[src/rtl/sdram_burst_engine_if.sv]
`default_nettype none
// ============================================================================
//  Module      : sdram_burst_engine_if
//  Description : Host-command, FIFO data and SDRAM-controller signal bundle
//                for sdram_burst_engine. "slave" is the engine's view,
//                "master" is the view of the surrounding host/controller.
//  Revision    : 1.0 - initial release
// ============================================================================
interface sdram_burst_engine_if #(
    parameter int ADDR_WIDTH = 25,
    parameter int DATA_WIDTH = 8,
    parameter int LEN_WIDTH  = 8
) ();
    // host command channel
    logic                  cmd_valid;
    logic                  cmd_ready;
    logic                  cmd_write;
    logic [ADDR_WIDTH-1:0] cmd_addr;
    logic [LEN_WIDTH-1:0]  cmd_len;
    logic                  busy;
    logic                  done;
    // write-data FIFO input
    logic                  wdata_valid;
    logic [DATA_WIDTH-1:0] wdata;
    logic                  wdata_ready;
    // read-data FIFO output
    logic                  rdata_valid;
    logic [DATA_WIDTH-1:0] rdata;
    logic                  rdata_ready;
    // SDRAM controller side
    logic [ADDR_WIDTH-1:0] sd_addr;
    logic                  sd_wr_enable;
    logic [DATA_WIDTH-1:0] sd_wr_data;
    logic                  sd_rd_enable;
    logic [DATA_WIDTH-1:0] sd_rd_data;
    logic                  sd_rd_ready;
    logic                  sd_busy;

    modport slave (
        input  cmd_valid, cmd_write, cmd_addr, cmd_len,
        input  wdata_valid, wdata, rdata_ready,
        input  sd_rd_data, sd_rd_ready, sd_busy,
        output cmd_ready, busy, done,
        output wdata_ready, rdata_valid, rdata,
        output sd_addr, sd_wr_enable, sd_wr_data, sd_rd_enable
    );

    modport master (
        output cmd_valid, cmd_write, cmd_addr, cmd_len,
        output wdata_valid, wdata, rdata_ready,
        output sd_rd_data, sd_rd_ready, sd_busy,
        input  cmd_ready, busy, done,
        input  wdata_ready, rdata_valid, rdata,
        input  sd_addr, sd_wr_enable, sd_wr_data, sd_rd_enable
    );
endinterface
`default_nettype wire

[src/rtl/sdram_burst_engine.sv]
`default_nettype none
// ============================================================================
//  Module      : sdram_burst_engine
//  Description : Turns one host command (direction, start address, byte
//                count) into a sequence of single-byte sdram_controller
//                accesses with incrementing address. Write bytes come from
//                an internal write FIFO, read bytes go to an internal
//                first-word-fall-through read FIFO.
//  Revision    : 1.0 - initial release
// ============================================================================
module sdram_burst_engine #(
    parameter int ADDR_WIDTH = 25,
    parameter int DATA_WIDTH = 8,
    parameter int LEN_WIDTH  = 8,
    parameter int FIFO_AW    = 4
) (
    input  logic                 clk,
    input  logic                 rst_n,
    sdram_burst_engine_if.slave  bus
);

    localparam int                c_FIFO_DEPTH = 1 << FIFO_AW;
    localparam logic [FIFO_AW:0]  c_FIFO_FULL  = {1'b1, {FIFO_AW{1'b0}}};

    typedef enum logic [2:0] {
        S_IDLE  = 3'd0,
        S_ISSUE = 3'd1,
        S_ACK   = 3'd2,
        S_WAIT  = 3'd3,
        S_FIN   = 3'd4
    } state_t;

    state_t                 r_state;
    state_t                 w_next;

    // latched command context
    logic                   r_write;
    logic [ADDR_WIDTH-1:0]  r_addr;
    logic [LEN_WIDTH-1:0]   r_remain;
    logic [DATA_WIDTH-1:0]  r_wr_data;
    logic                   r_rd_seen;   // read byte of the current access already captured
    logic                   r_rd_rsv;    // read FIFO slot held for the outstanding read

    logic                   w_accept;
    logic                   w_wr_en;
    logic                   w_rd_en;
    logic                   w_step;

    // write FIFO
    logic [DATA_WIDTH-1:0]  r_wf_mem [c_FIFO_DEPTH];
    logic [FIFO_AW-1:0]     r_wf_wptr;
    logic [FIFO_AW-1:0]     r_wf_rptr;
    logic [FIFO_AW:0]       r_wf_cnt;
    logic                   w_wf_empty;
    logic                   w_wf_full;
    logic                   w_wf_push;
    logic                   w_wf_pop;
    logic [DATA_WIDTH-1:0]  w_wf_head;

    // read FIFO
    logic [DATA_WIDTH-1:0]  r_rf_mem [c_FIFO_DEPTH];
    logic [FIFO_AW-1:0]     r_rf_wptr;
    logic [FIFO_AW-1:0]     r_rf_rptr;
    logic [FIFO_AW:0]       r_rf_cnt;
    logic                   w_rf_empty;
    logic                   w_rf_full;
    logic                   w_rf_push;
    logic                   w_rf_pop;
    logic [FIFO_AW:0]       w_rf_used;
    logic                   w_rf_space;

    // ------------------------------------------------------------------
    // FIFO status and handshakes. A push into a full FIFO is accepted only
    // when a pop frees a slot in the same cycle, so the count holds.
    // ------------------------------------------------------------------
    assign w_wf_empty = (r_wf_cnt == '0);
    assign w_wf_full  = (r_wf_cnt == c_FIFO_FULL);
    assign w_wf_head  = r_wf_mem[r_wf_rptr];
    assign w_wf_pop   = w_wr_en;
    assign w_wf_push  = bus.wdata_valid && (!w_wf_full || w_wf_pop);

    assign w_rf_empty = (r_rf_cnt == '0);
    assign w_rf_full  = (r_rf_cnt == c_FIFO_FULL);
    assign w_rf_pop   = bus.rdata_ready && !w_rf_empty;
    assign w_rf_push  = (r_state == S_WAIT) && !r_write && !r_rd_seen &&
                        bus.sd_rd_ready && (!w_rf_full || w_rf_pop);
    // stored bytes plus the reserved in-flight byte must leave a free slot
    assign w_rf_used  = r_rf_cnt + {{FIFO_AW{1'b0}}, r_rd_rsv};
    assign w_rf_space = (w_rf_used < c_FIFO_FULL);

    // Write FIFO storage
    always_ff @(posedge clk) begin
        if (w_wf_push) r_wf_mem[r_wf_wptr] <= bus.wdata;
    end

    // Write FIFO pointers and occupancy
    always_ff @(posedge clk or negedge rst_n) begin
        if (!rst_n) begin
            r_wf_wptr <= '0;
            r_wf_rptr <= '0;
            r_wf_cnt  <= '0;
        end else begin
            if (w_wf_push) r_wf_wptr <= r_wf_wptr + FIFO_AW'(1);
            if (w_wf_pop)  r_wf_rptr <= r_wf_rptr + FIFO_AW'(1);
            if (w_wf_push && !w_wf_pop)      r_wf_cnt <= r_wf_cnt + (FIFO_AW+1)'(1);
            else if (!w_wf_push && w_wf_pop) r_wf_cnt <= r_wf_cnt - (FIFO_AW+1)'(1);
        end
    end

    // Read FIFO storage
    always_ff @(posedge clk) begin
        if (w_rf_push) r_rf_mem[r_rf_wptr] <= bus.sd_rd_data;
    end

    // Read FIFO pointers and occupancy
    always_ff @(posedge clk or negedge rst_n) begin
        if (!rst_n) begin
            r_rf_wptr <= '0;
            r_rf_rptr <= '0;
            r_rf_cnt  <= '0;
        end else begin
            if (w_rf_push) r_rf_wptr <= r_rf_wptr + FIFO_AW'(1);
            if (w_rf_pop)  r_rf_rptr <= r_rf_rptr + FIFO_AW'(1);
            if (w_rf_push && !w_rf_pop)      r_rf_cnt <= r_rf_cnt + (FIFO_AW+1)'(1);
            else if (!w_rf_push && w_rf_pop) r_rf_cnt <= r_rf_cnt - (FIFO_AW+1)'(1);
        end
    end

    // State register
    always_ff @(posedge clk or negedge rst_n) begin
        if (!rst_n) r_state <= S_IDLE;
        else        r_state <= w_next;
    end

    // Next-state logic and single-cycle controller requests
    always_comb begin
        w_next   = r_state;
        w_accept = 1'b0;
        w_wr_en  = 1'b0;
        w_rd_en  = 1'b0;
        w_step   = 1'b0;
        case (r_state)
            S_IDLE: begin
                if (bus.cmd_valid) begin
                    w_accept = 1'b1;
                    w_next   = (bus.cmd_len == '0) ? S_FIN : S_ISSUE;
                end
            end
            S_ISSUE: begin
                if (!bus.sd_busy) begin
                    if (r_write) begin
                        if (!w_wf_empty) begin
                            w_wr_en = 1'b1;
                            w_next  = S_ACK;
                        end
                    end else if (w_rf_space) begin
                        w_rd_en = 1'b1;
                        w_next  = S_ACK;
                    end
                end
            end
            S_ACK: begin
                if (bus.sd_busy) w_next = S_WAIT;
            end
            S_WAIT: begin
                if (!bus.sd_busy && (r_write || r_rd_seen || bus.sd_rd_ready)) begin
                    w_step = 1'b1;
                    w_next = (r_remain == LEN_WIDTH'(1)) ? S_FIN : S_ISSUE;
                end
            end
            S_FIN: begin
                w_next = S_IDLE;
            end
            default: begin
                w_next = S_IDLE;
            end
        endcase
    end

    // Command context, held write byte and read-slot bookkeeping
    always_ff @(posedge clk or negedge rst_n) begin
        if (!rst_n) begin
            r_write   <= 1'b0;
            r_addr    <= '0;
            r_remain  <= '0;
            r_wr_data <= '0;
            r_rd_seen <= 1'b0;
            r_rd_rsv  <= 1'b0;
        end else begin
            if (w_accept) begin
                r_write   <= bus.cmd_write;
                r_addr    <= bus.cmd_addr;
                r_remain  <= bus.cmd_len;
                r_rd_seen <= 1'b0;
            end
            if (w_wr_en) r_wr_data <= w_wf_head;
            if (w_rd_en)        r_rd_rsv <= 1'b1;
            else if (w_rf_push) r_rd_rsv <= 1'b0;
            if (w_rf_push) r_rd_seen <= 1'b1;
            // address wraps naturally at 2^ADDR_WIDTH
            if (w_step) begin
                r_addr    <= r_addr + ADDR_WIDTH'(1);
                r_remain  <= r_remain - LEN_WIDTH'(1);
                r_rd_seen <= 1'b0;
            end
        end
    end

    assign bus.cmd_ready    = (r_state == S_IDLE);
    assign bus.busy         = (r_state == S_ISSUE) || (r_state == S_ACK) || (r_state == S_WAIT);
    assign bus.done         = (r_state == S_FIN);
    assign bus.wdata_ready  = !w_wf_full;
    assign bus.rdata_valid  = !w_rf_empty;
    assign bus.rdata        = r_rf_mem[r_rf_rptr];
    assign bus.sd_addr      = r_addr;
    assign bus.sd_wr_enable = w_wr_en;
    assign bus.sd_rd_enable = w_rd_en;
    // popped FIFO head drives the bus in the enable cycle, then is held
    assign bus.sd_wr_data   = w_wr_en ? w_wf_head : r_wr_data;

endmodule
`default_nettype wire

[src/flat_wrapper.sv]
// flat-port wrapper written by rule: the top's interface ports become plain ports
module sdram_burst_engine_flat 
#(
    parameter int ADDR_WIDTH = 25,
    parameter int DATA_WIDTH = 8,
    parameter int LEN_WIDTH  = 8,
    parameter int FIFO_AW    = 4
)
  (clk, rst_n, bus_cmd_valid, bus_cmd_write, bus_cmd_addr, bus_cmd_len, bus_wdata_valid, bus_wdata, bus_rdata_ready, bus_sd_rd_data, bus_sd_rd_ready, bus_sd_busy, bus_cmd_ready, bus_busy, bus_done, bus_wdata_ready, bus_rdata_valid, bus_rdata, bus_sd_addr, bus_sd_wr_enable, bus_sd_wr_data, bus_sd_rd_enable);
  sdram_burst_engine_if #(.ADDR_WIDTH(ADDR_WIDTH), .DATA_WIDTH(DATA_WIDTH), .LEN_WIDTH(LEN_WIDTH)) bus_i ();
  input  logic clk;
  input  logic rst_n;
  input wire logic [$bits(bus_i.cmd_valid)-1:0] bus_cmd_valid;
  input wire logic [$bits(bus_i.cmd_write)-1:0] bus_cmd_write;
  input wire logic [$bits(bus_i.cmd_addr)-1:0] bus_cmd_addr;
  input wire logic [$bits(bus_i.cmd_len)-1:0] bus_cmd_len;
  input wire logic [$bits(bus_i.wdata_valid)-1:0] bus_wdata_valid;
  input wire logic [$bits(bus_i.wdata)-1:0] bus_wdata;
  input wire logic [$bits(bus_i.rdata_ready)-1:0] bus_rdata_ready;
  input wire logic [$bits(bus_i.sd_rd_data)-1:0] bus_sd_rd_data;
  input wire logic [$bits(bus_i.sd_rd_ready)-1:0] bus_sd_rd_ready;
  input wire logic [$bits(bus_i.sd_busy)-1:0] bus_sd_busy;
  output wire logic [$bits(bus_i.cmd_ready)-1:0] bus_cmd_ready;
  output wire logic [$bits(bus_i.busy)-1:0] bus_busy;
  output wire logic [$bits(bus_i.done)-1:0] bus_done;
  output wire logic [$bits(bus_i.wdata_ready)-1:0] bus_wdata_ready;
  output wire logic [$bits(bus_i.rdata_valid)-1:0] bus_rdata_valid;
  output wire logic [$bits(bus_i.rdata)-1:0] bus_rdata;
  output wire logic [$bits(bus_i.sd_addr)-1:0] bus_sd_addr;
  output wire logic [$bits(bus_i.sd_wr_enable)-1:0] bus_sd_wr_enable;
  output wire logic [$bits(bus_i.sd_wr_data)-1:0] bus_sd_wr_data;
  output wire logic [$bits(bus_i.sd_rd_enable)-1:0] bus_sd_rd_enable;
  assign bus_i.cmd_valid = bus_cmd_valid;
  assign bus_i.cmd_write = bus_cmd_write;
  assign bus_i.cmd_addr = bus_cmd_addr;
  assign bus_i.cmd_len = bus_cmd_len;
  assign bus_i.wdata_valid = bus_wdata_valid;
  assign bus_i.wdata = bus_wdata;
  assign bus_i.rdata_ready = bus_rdata_ready;
  assign bus_i.sd_rd_data = bus_sd_rd_data;
  assign bus_i.sd_rd_ready = bus_sd_rd_ready;
  assign bus_i.sd_busy = bus_sd_busy;
  assign bus_cmd_ready = bus_i.cmd_ready;
  assign bus_busy = bus_i.busy;
  assign bus_done = bus_i.done;
  assign bus_wdata_ready = bus_i.wdata_ready;
  assign bus_rdata_valid = bus_i.rdata_valid;
  assign bus_rdata = bus_i.rdata;
  assign bus_sd_addr = bus_i.sd_addr;
  assign bus_sd_wr_enable = bus_i.sd_wr_enable;
  assign bus_sd_wr_data = bus_i.sd_wr_data;
  assign bus_sd_rd_enable = bus_i.sd_rd_enable;
  sdram_burst_engine #(.ADDR_WIDTH(ADDR_WIDTH), .DATA_WIDTH(DATA_WIDTH), .LEN_WIDTH(LEN_WIDTH), .FIFO_AW(FIFO_AW)) u_core (.clk(clk), .rst_n(rst_n), .bus(bus_i));
endmodule
[config.mk]
export PLATFORM = sky130hd
export DESIGN_NAME = sdram_burst_engine_flat
export DESIGN_NICKNAME = d
export VERILOG_FILES = /design/src/rtl/sdram_burst_engine_if.sv /design/src/rtl/sdram_burst_engine.sv /design/src/flat_wrapper.sv
export SDC_FILE = /design/constraint.sdc
export NUM_CORES = 1
export LEC_CHECK = 0
export CAP_MARGIN = 20
export CORE_UTILIZATION = 55
export CTS_CLUSTER_SIZE = 30
export DETAILED_ROUTE_END_ITERATION = 7
export PLACE_DENSITY = 0.76
export SETUP_SLACK_MARGIN = 0.02
export SLEW_MARGIN = 15
export SYNTH_ARGS = -nofsm -noshare
export SYNTH_HDL_FRONTEND = slang
export SYNTH_SLANG_ARGS = --single-unit
[constraint.sdc]
create_clock -name clk -period 8.05 [get_ports clk]
set_clock_uncertainty 0.15 [all_clocks]
set_input_delay 2.0125 -clock clk [delete_from_list [all_inputs] [get_ports clk]]
set_output_delay 2.0125 -clock clk [all_outputs]
set_load 0.05 [all_outputs]
==> summary.md, run 1 <==
| Metric | Value |
|---|---|
| VDD IR max | `0.253 mV` |
| Fmax | `147 MHz` |
| CP max FO | `23` |
| DRC Markers | `0` |
| Num CTS Buffers | `35` |
| Yosys reg bits | `329` |
| Clock Path Buffers | `3` |
| Starting density of the core | `56.7%` |
| Sequential cell area fraction in the yosys report | `68.4%` |
| Metal-1 WL | `11.6 mm` |
| Routed wl met3 | `1.85 mm` |
| Cells after synthesis | `839` |
| Die Width | `161 µm` |
| Crit path cell chain | `clkdlybuf4s50_1 -> nor4b_2 -> o211a_1 -> buf_4 -> nand2_1 -> o22ai_1 -> a21oi_1 -> clkdlybuf4s50_1` |
| Hold Violations, Final | `0` |
| Core ar. | `24500 µm²` |
| ANT nets after route | `0` |
| Clock-pin slew on the worst setup and hold paths | `60 ps` |
| Pins Over Slew Limit | `0` |
| Critical path endpoint category | `primary output` |
| Routability cong. | `0.824` |
| Vias in the first global route | `7897` |
| Post-synth EDFFs | `256` |
| Leakage | `5.58 nW` |
| Clock period minus worst slack | `6820 ps` |
| Worst Hold Class | `reg2reg` |
| Highest metal used | `met4` |
| Clk root buf | `clkbuf_16` |
| Buffers on Ports | `104` |
| RSZ-0062 raised after global routing | `no` |
| Top-area cell type share of the netlist area | `55.3%` |
| Async set or reset register ratio after synthesis | `22.2%` |
| Final setup violation count | `0` |
| Largest stage delay, worst path | `870 ps` |
| Ranking of synthesized cells by instance count | `edfxtp_1, dfrtp_1, mux4_2` |
| Syn Area/Cell | `16.6 µm²` |
| Synth warn | `0` |
| Post-Place Cells | `1234` |
| Main synth FF type | `edfxtp_1` |
| Share of layout cells above drive strength 1 | `17.9%` |
| Postcts setup bufs | `0` |
| PwrDens | `365 nW/µm²` |
| Drt pass-1 iters | `5` |
| Post-synthesis cell type with the largest combined area | `edfxtp_1` |
| Max-cap violations | `0` |
| Slowest cell on the critical path | `clkdlybuf4s50_1` |
| Number of hold buffers added after CTS | `0` |
| Initial antenna violation count | `0` |
| CTS tree | `yes` |
| Worst skew pair latency | `510 ps` |
| Vias per std cell | `6.05` |
| # diodes | `0` |
| Critical Path AT | `4650 ps` |
| Rel. slew slack | `22.4%` |
| Non-Filler Instances | `1298` |
| DR WL/cell | `21.4 µm` |
| Overflow after GRT | `0` |
| Most frequent cell on the critical path | `clkdlybuf4s50_1` |
| Worst endpoint required time | `5890 ps` |
| Largest net degree at the start of global routing | `57` |
| Setup crit start kind | `primary input` |
| Worst-Margin Slew | `1160 ps` |
| GRT Util Overall | `22.2%` |
| Site Rows | `57` |
| Multi-input gate area | `4100 µm²` |
| Die area | `25900 µm²` |
| Register area | `9520 µm²` |
| Critical path class | `in2out` |
| DR vias | `7850` |
| Setup TNS | `0 ps` |
| Part of the cycle the worst path needs | `84.7%` |
| DPL Wire Length | `17.5 mm` |
| First-pass GRT wire length | `43.8 mm` |
| H-tree levels | `2` |
| Synth area leaders | `edfxtp_1, dfrtp_1, mux4_2` |
| Met2 wire length | `13.7 mm` |
| Top-count cell post-synth | `edfxtp_1` |
| Fillers | `1691` |
| Initial DRC Count | `672` |
| Run status | `completed` |
| Cell Area, Synth | `13900 µm²` |
| CTS sink cnt | `329` |
| Synth unique cells | `70` |
| Area growth, synth to finish | `17.4%` |
| DRT Wirelength | `27.8 mm` |
| Chip height | `161 µm` |
| Io pins | `105` |
| Mapped Nets | `920` |
| Final net count | `1029` |
| Number of gates resized after cts | `0` |
## kinds of logic (layout without fill, tap and decap cells)
family / Yosys count / in the layout / share of synthesized area [%]
fa+ha+maj: 24 / 24 / 2.27
buf+inv: 63 / 198 / 2.30
compound gates: 105 / 105 / 5.28
xor+xnor: 22 / 22 / 1.38
flops: 329 / 329 / 68.4
simple gates: 210 / 210 / 7.59
mux: 86 / 86 / 12.8
## flip-flops by register name, indices dropped and copies added (netlist names)
| register | cells |
|---|---|
| u_core.r_rf_wptr | 4 |
| u_core.r_rf_mem | 128 |
| u_core.r_wf_cnt | 5 |
| u_core.r_remain | 8 |
| u_core.r_write | 1 |
| u_core.r_rf_rptr | 4 |
| u_core.r_wr_data | 8 |
| u_core.r_wf_rptr | 4 |
| u_core.bus.sd_addr | 25 |
| u_core.r_rd_rsv | 1 |
| u_core.r_rd_seen | 1 |
| u_core.r_rf_cnt | 5 |
| u_core.r_state | 3 |
| u_core.r_wf_wptr | 4 |
| u_core.r_wf_mem | 128 |
## routing by layer
metal	vias up	GRT usage, %
met5	-	0
met1	3974	30.7
met3	52	4.21
met2	299	36.4
met4	0	6.56
li1	3525	-
## stage by stage
step | cell area [µm²] | utilization, % | worst slack [ps] | power [W] | hold WS [ps]
floorplan | 13900 | - | 2320 | 0.00390 | 311
global placement | 15200 | 62.0 | 1300 | 0.00444 | 334
detailed placement | 15200 | 62.0 | 1270 | 0.00449 | 351
CTS | 16300 | 66.5 | 1260 | 0.00601 | 361
global route | 16300 | 66.5 | 1140 | 0.00624 | 398
finish | 16300 | 66.5 | 1230 | 0.00597 | 358
## worst paths after layout
path | start | end | slack, ps | cells after the start
min | u_core.r_remain[7] | u_core.r_remain[7] | 360 | 1
min reg2reg | u_core.r_remain[7] | u_core.r_remain[7] | 360 | 1
max in group asynchronous | rst_n | u_core.r_rf_rptr[0] | 5450 | 2
max reg2reg | u_core.r_state[1] | u_core.r_rf_cnt[4] | 4630 | 11
max | bus_sd_busy | bus_sd_wr_data[6] | 1230 | 8
min in group asynchronous | rst_n | u_core.r_rf_wptr[2] | 1230 | 1
## cells in the final DEF (no fill, tap or decap), drive strengths merged, types with 4 or more instances in the layout
cell	netlist	routed
mux4	72	72
and2	4	4
edfxtp	256	256
inv	20	21
o211ai	9	9
nor2	56	56
and3	6	6
mux2	11	11
o21ai	13	13
clkdlybuf4s50	0	103
clkbuf	11	48
xor2	5	5
a311oi	5	5
a22oi	5	5
nand3	17	17
o311ai	5	5
clkinv	0	13
xnor2	17	17
nand2	63	63
buf	32	12
nand4	12	12
a211oi	5	5
ha	22	22
nor3	18	18
dfrtp	73	73
o22ai	18	18
a21oi	22	22
a31oi	6	6
or4	6	6
and4	4	4
nand2b	7	7
## power by group
part	switching [W]	internal, W
Combinational	0.00118	0.000886
Clock	0.000628	0.000887
Sequential	0.000295	0.00209
Total	0.00210	0.00386
## final cells by class
cell class                 instances  share of cell area, %
clock buffer                      48                   5.97
timing repair buffer             115                   6.91
sequential                       329                   58.3
clock inverter                    15                  0.782
tap                              324                   2.48
inverter                          20                  0.460
multi-input combinational        447                   25.1
## worst max-delay path: cells and delay by family
kind,cells,cell delay [ps]
AOI/OAI and AO/OA,3,520
buffers and inverters,3,1730
and+or+nand+nor,2,370
Note: power is estimated with default switching activity, not from simulation.
==> inputs of run 2 (changes only) <==
--- a/config.mk
+++ b/config.mk
@@ -6,7 +6,7 @@
 export NUM_CORES = 1
 export LEC_CHECK = 0
 export CAP_MARGIN = 20
-export CORE_UTILIZATION = 55
+export CORE_UTILIZATION = 53
 export CTS_CLUSTER_SIZE = 30
 export DETAILED_ROUTE_END_ITERATION = 7
 export PLACE_DENSITY = 0.76
==> constraint.sdc (replaced) <==
create_clock -name clk -period 5.9 [get_ports clk]
set_clock_uncertainty 0.15 [all_clocks]
set_input_delay 1.475 -clock clk [delete_from_list [all_inputs] [get_ports clk]]
set_output_delay 1.475 -clock clk [all_outputs]
set_load 0.05 [all_outputs]
==> run 2 against run 1 <==
Effect of this change: wire length shrank 1.0%; sequential power grew 39%; power grew 36%; sequential cell count is the same; register-to-register slack lost 2100 ps; clock-buffer cell count is the same; die area grew 3.7%; global-route usage shrank 0.68 points.
==> summary.md, run 2 (same netlist as run 1, synthesis figures left out) <==
| Metric | Value |
|---|---|
| Run status | `completed` |
| Share of layout cells above drive strength 1 | `17.9%` |
| Leakage | `5.55 nW` |
| Stages on worst setup path | `7` |
| Site Rows | `58` |
| GRT Util Overall | `21.5%` |
| Sw Ratio | `35.4%` |
| Clock-pin slew on the worst setup and hold paths | `60 ps` |
| Sequential Power Share | `40.8%` |
| CTS tree | `yes` |
| Commonest non-fill, non-tap cell in the layout | `edfxtp_1` |
| Io pins | `105` |
| Routability cong. | `0.795` |
| Final net count | `1027` |
| Most frequent cells in the layout | `edfxtp_1, clkdlybuf4s50_1, mux4_2` |
| CP delay by family, top | `compound AO/OA/AOI/OAI gates` |
| Chip height | `164 µm` |
| Critical path origin | `bus_sd_busy` |
| Worst skew pair latency | `520 ps` |
| DPL Wire Length | `17.4 mm` |
| Final setup violation count | `0` |
| Core ar. | `25500 µm²` |
| Num CTS Buffers | `35` |
| Number of gates resized after cts | `0` |
| Critical Path End | `bus_sd_wr_data[4]` |
| DRC Markers | `0` |
| Vias in the first global route | `7734` |
| Highest metal used | `met4` |
| Worst endpoint required time | `4280 ps` |
| Hold Violations, Final | `0` |
| CP max FO | `15` |
| DRT Wirelength | `27.5 mm` |
| Critical path class | `in2out` |
| Overflow after GRT | `0` |
| Largest stage delay, worst path | `540 ps` |
| H-tree levels | `2` |
| Die area | `26900 µm²` |
| Switching power | `0.00287 W` |
| Initial antenna violation count | `0` |
| Pins Over Slew Limit | `0` |
| Initial DRC Count | `784` |
| Clock period minus worst slack | `5370 ps` |
| Max-cap violations | `0` |
| Starting density of the core | `54.6%` |
| Fmax | `186 MHz` |
| Critical path endpoint category | `primary output` |
| PwrDens | `497 nW/µm²` |
| Rel. slew slack | `35.9%` |
| ANT nets after route | `0` |
| Area growth, synth to finish | `17.0%` |
| Postcts setup bufs | `0` |
| Critical Path AT | `3740 ps` |
| R2R cell count | `11` |
| Worst Hold Class | `reg2reg` |
| CTS sink cnt | `329` |
| Met2 wire length | `13.3 mm` |
| # diodes | `0` |
| Die Width | `164 µm` |
| DR WL/cell | `21.1 µm` |
| Setup TNS | `0 ps` |
| DR vias | `7724` |
| Clock Power Share | `25.2%` |
| Logic pwr share | `34.0%` |
| RSZ-0062 raised after global routing | `no` |
| Register-to-register setup slack | `2490 ps` |
| Routed wl met3 | `1.76 mm` |
| Number of hold buffers added after CTS | `0` |
| Tot Pwr | `0.00810 W` |
| Crit path cell chain | `clkdlybuf4s50_1 -> nor4b_2 -> o211a_1 -> nand2_1 -> o22ai_1 -> a21oi_1 -> buf_4` |
| Part of the cycle the worst path needs | `91.0%` |
| VDD IR max | `0.356 mV` |
| CP bufs+invs | `2` |
| Largest net degree at the start of global routing | `74` |
| Setup crit start kind | `primary input` |
| Clock Path Buffers | `3` |
| Metal-1 WL | `11.9 mm` |
| Buffers on Ports | `104` |
| Worst-Margin Slew | `958 ps` |
| Vias per std cell | `5.93` |
| Pint | `0.00523 W` |
| Drt pass-1 iters | `5` |
| Slowest cell on the critical path | `o211a_1` |
| Critical R2R Capture | `u_core.r_rf_cnt[4]` |
| Worst r2r src | `u_core.r_state[1]` |
| First-pass GRT wire length | `43.6 mm` |
| Clk root buf | `clkbuf_16` |
[run 2: cell type report]
type	instances	area [µm²]
sequential	329	9520
fill	1774	9190
multi-input combinational	447	4100
timing repair buffer	113	1110
clock buffer	48	956
tap	330	413
clock inverter	15	114
inverter	20	75.1
[run 2: metrics by stage]
step	util [%]	setup slack [ps]	hold slack [ps]	area, µm²	cells
3_3_place_gp	59.6	572	341	15200	1238
2_1_floorplan	-	1240	311	13900	839
6_report	63.9	532	351	16300	1302
3_5_place_dp	59.6	558	350	15200	1238
4_1_cts	63.8	540	357	16300	1301
5_1_grt	63.9	365	380	16300	1302
[run 2: how the worst min path moves through the flow]
stage                     cells past startpoint                  end  slack (ps)                 from
after floorplan                               1   u_core.r_remain[7]         310   u_core.r_remain[7]
after global placement                        1  u_core.r_rf_rptr[0]         340  u_core.r_rf_rptr[0]
after detailed placement                      1   u_core.r_remain[7]         350   u_core.r_remain[7]
after CTS                                     1   u_core.r_remain[7]         360   u_core.r_remain[7]
after global routing                          1   u_core.r_remain[7]         380   u_core.r_remain[7]
final                                         1   u_core.r_remain[7]         350   u_core.r_remain[7]
[run 2: power groups by stage]
stage	logic [W]	clock network (W)	registers, W
floorplan	0.00197	0	0.00336
global route	0.00297	0.00217	0.00337
detailed placement	0.00275	0	0.00335
CTS	0.00277	0.00208	0.00331
global placement	0.00271	0	0.00333
finish	0.00275	0.00204	0.00330
[run 2: layer usage]
layer,up-vias,track usage [%]
met1,3889,30.6
met4,0,6.23
li1,3519,-
met2,267,34.2
met5,-,0
met3,49,4.04
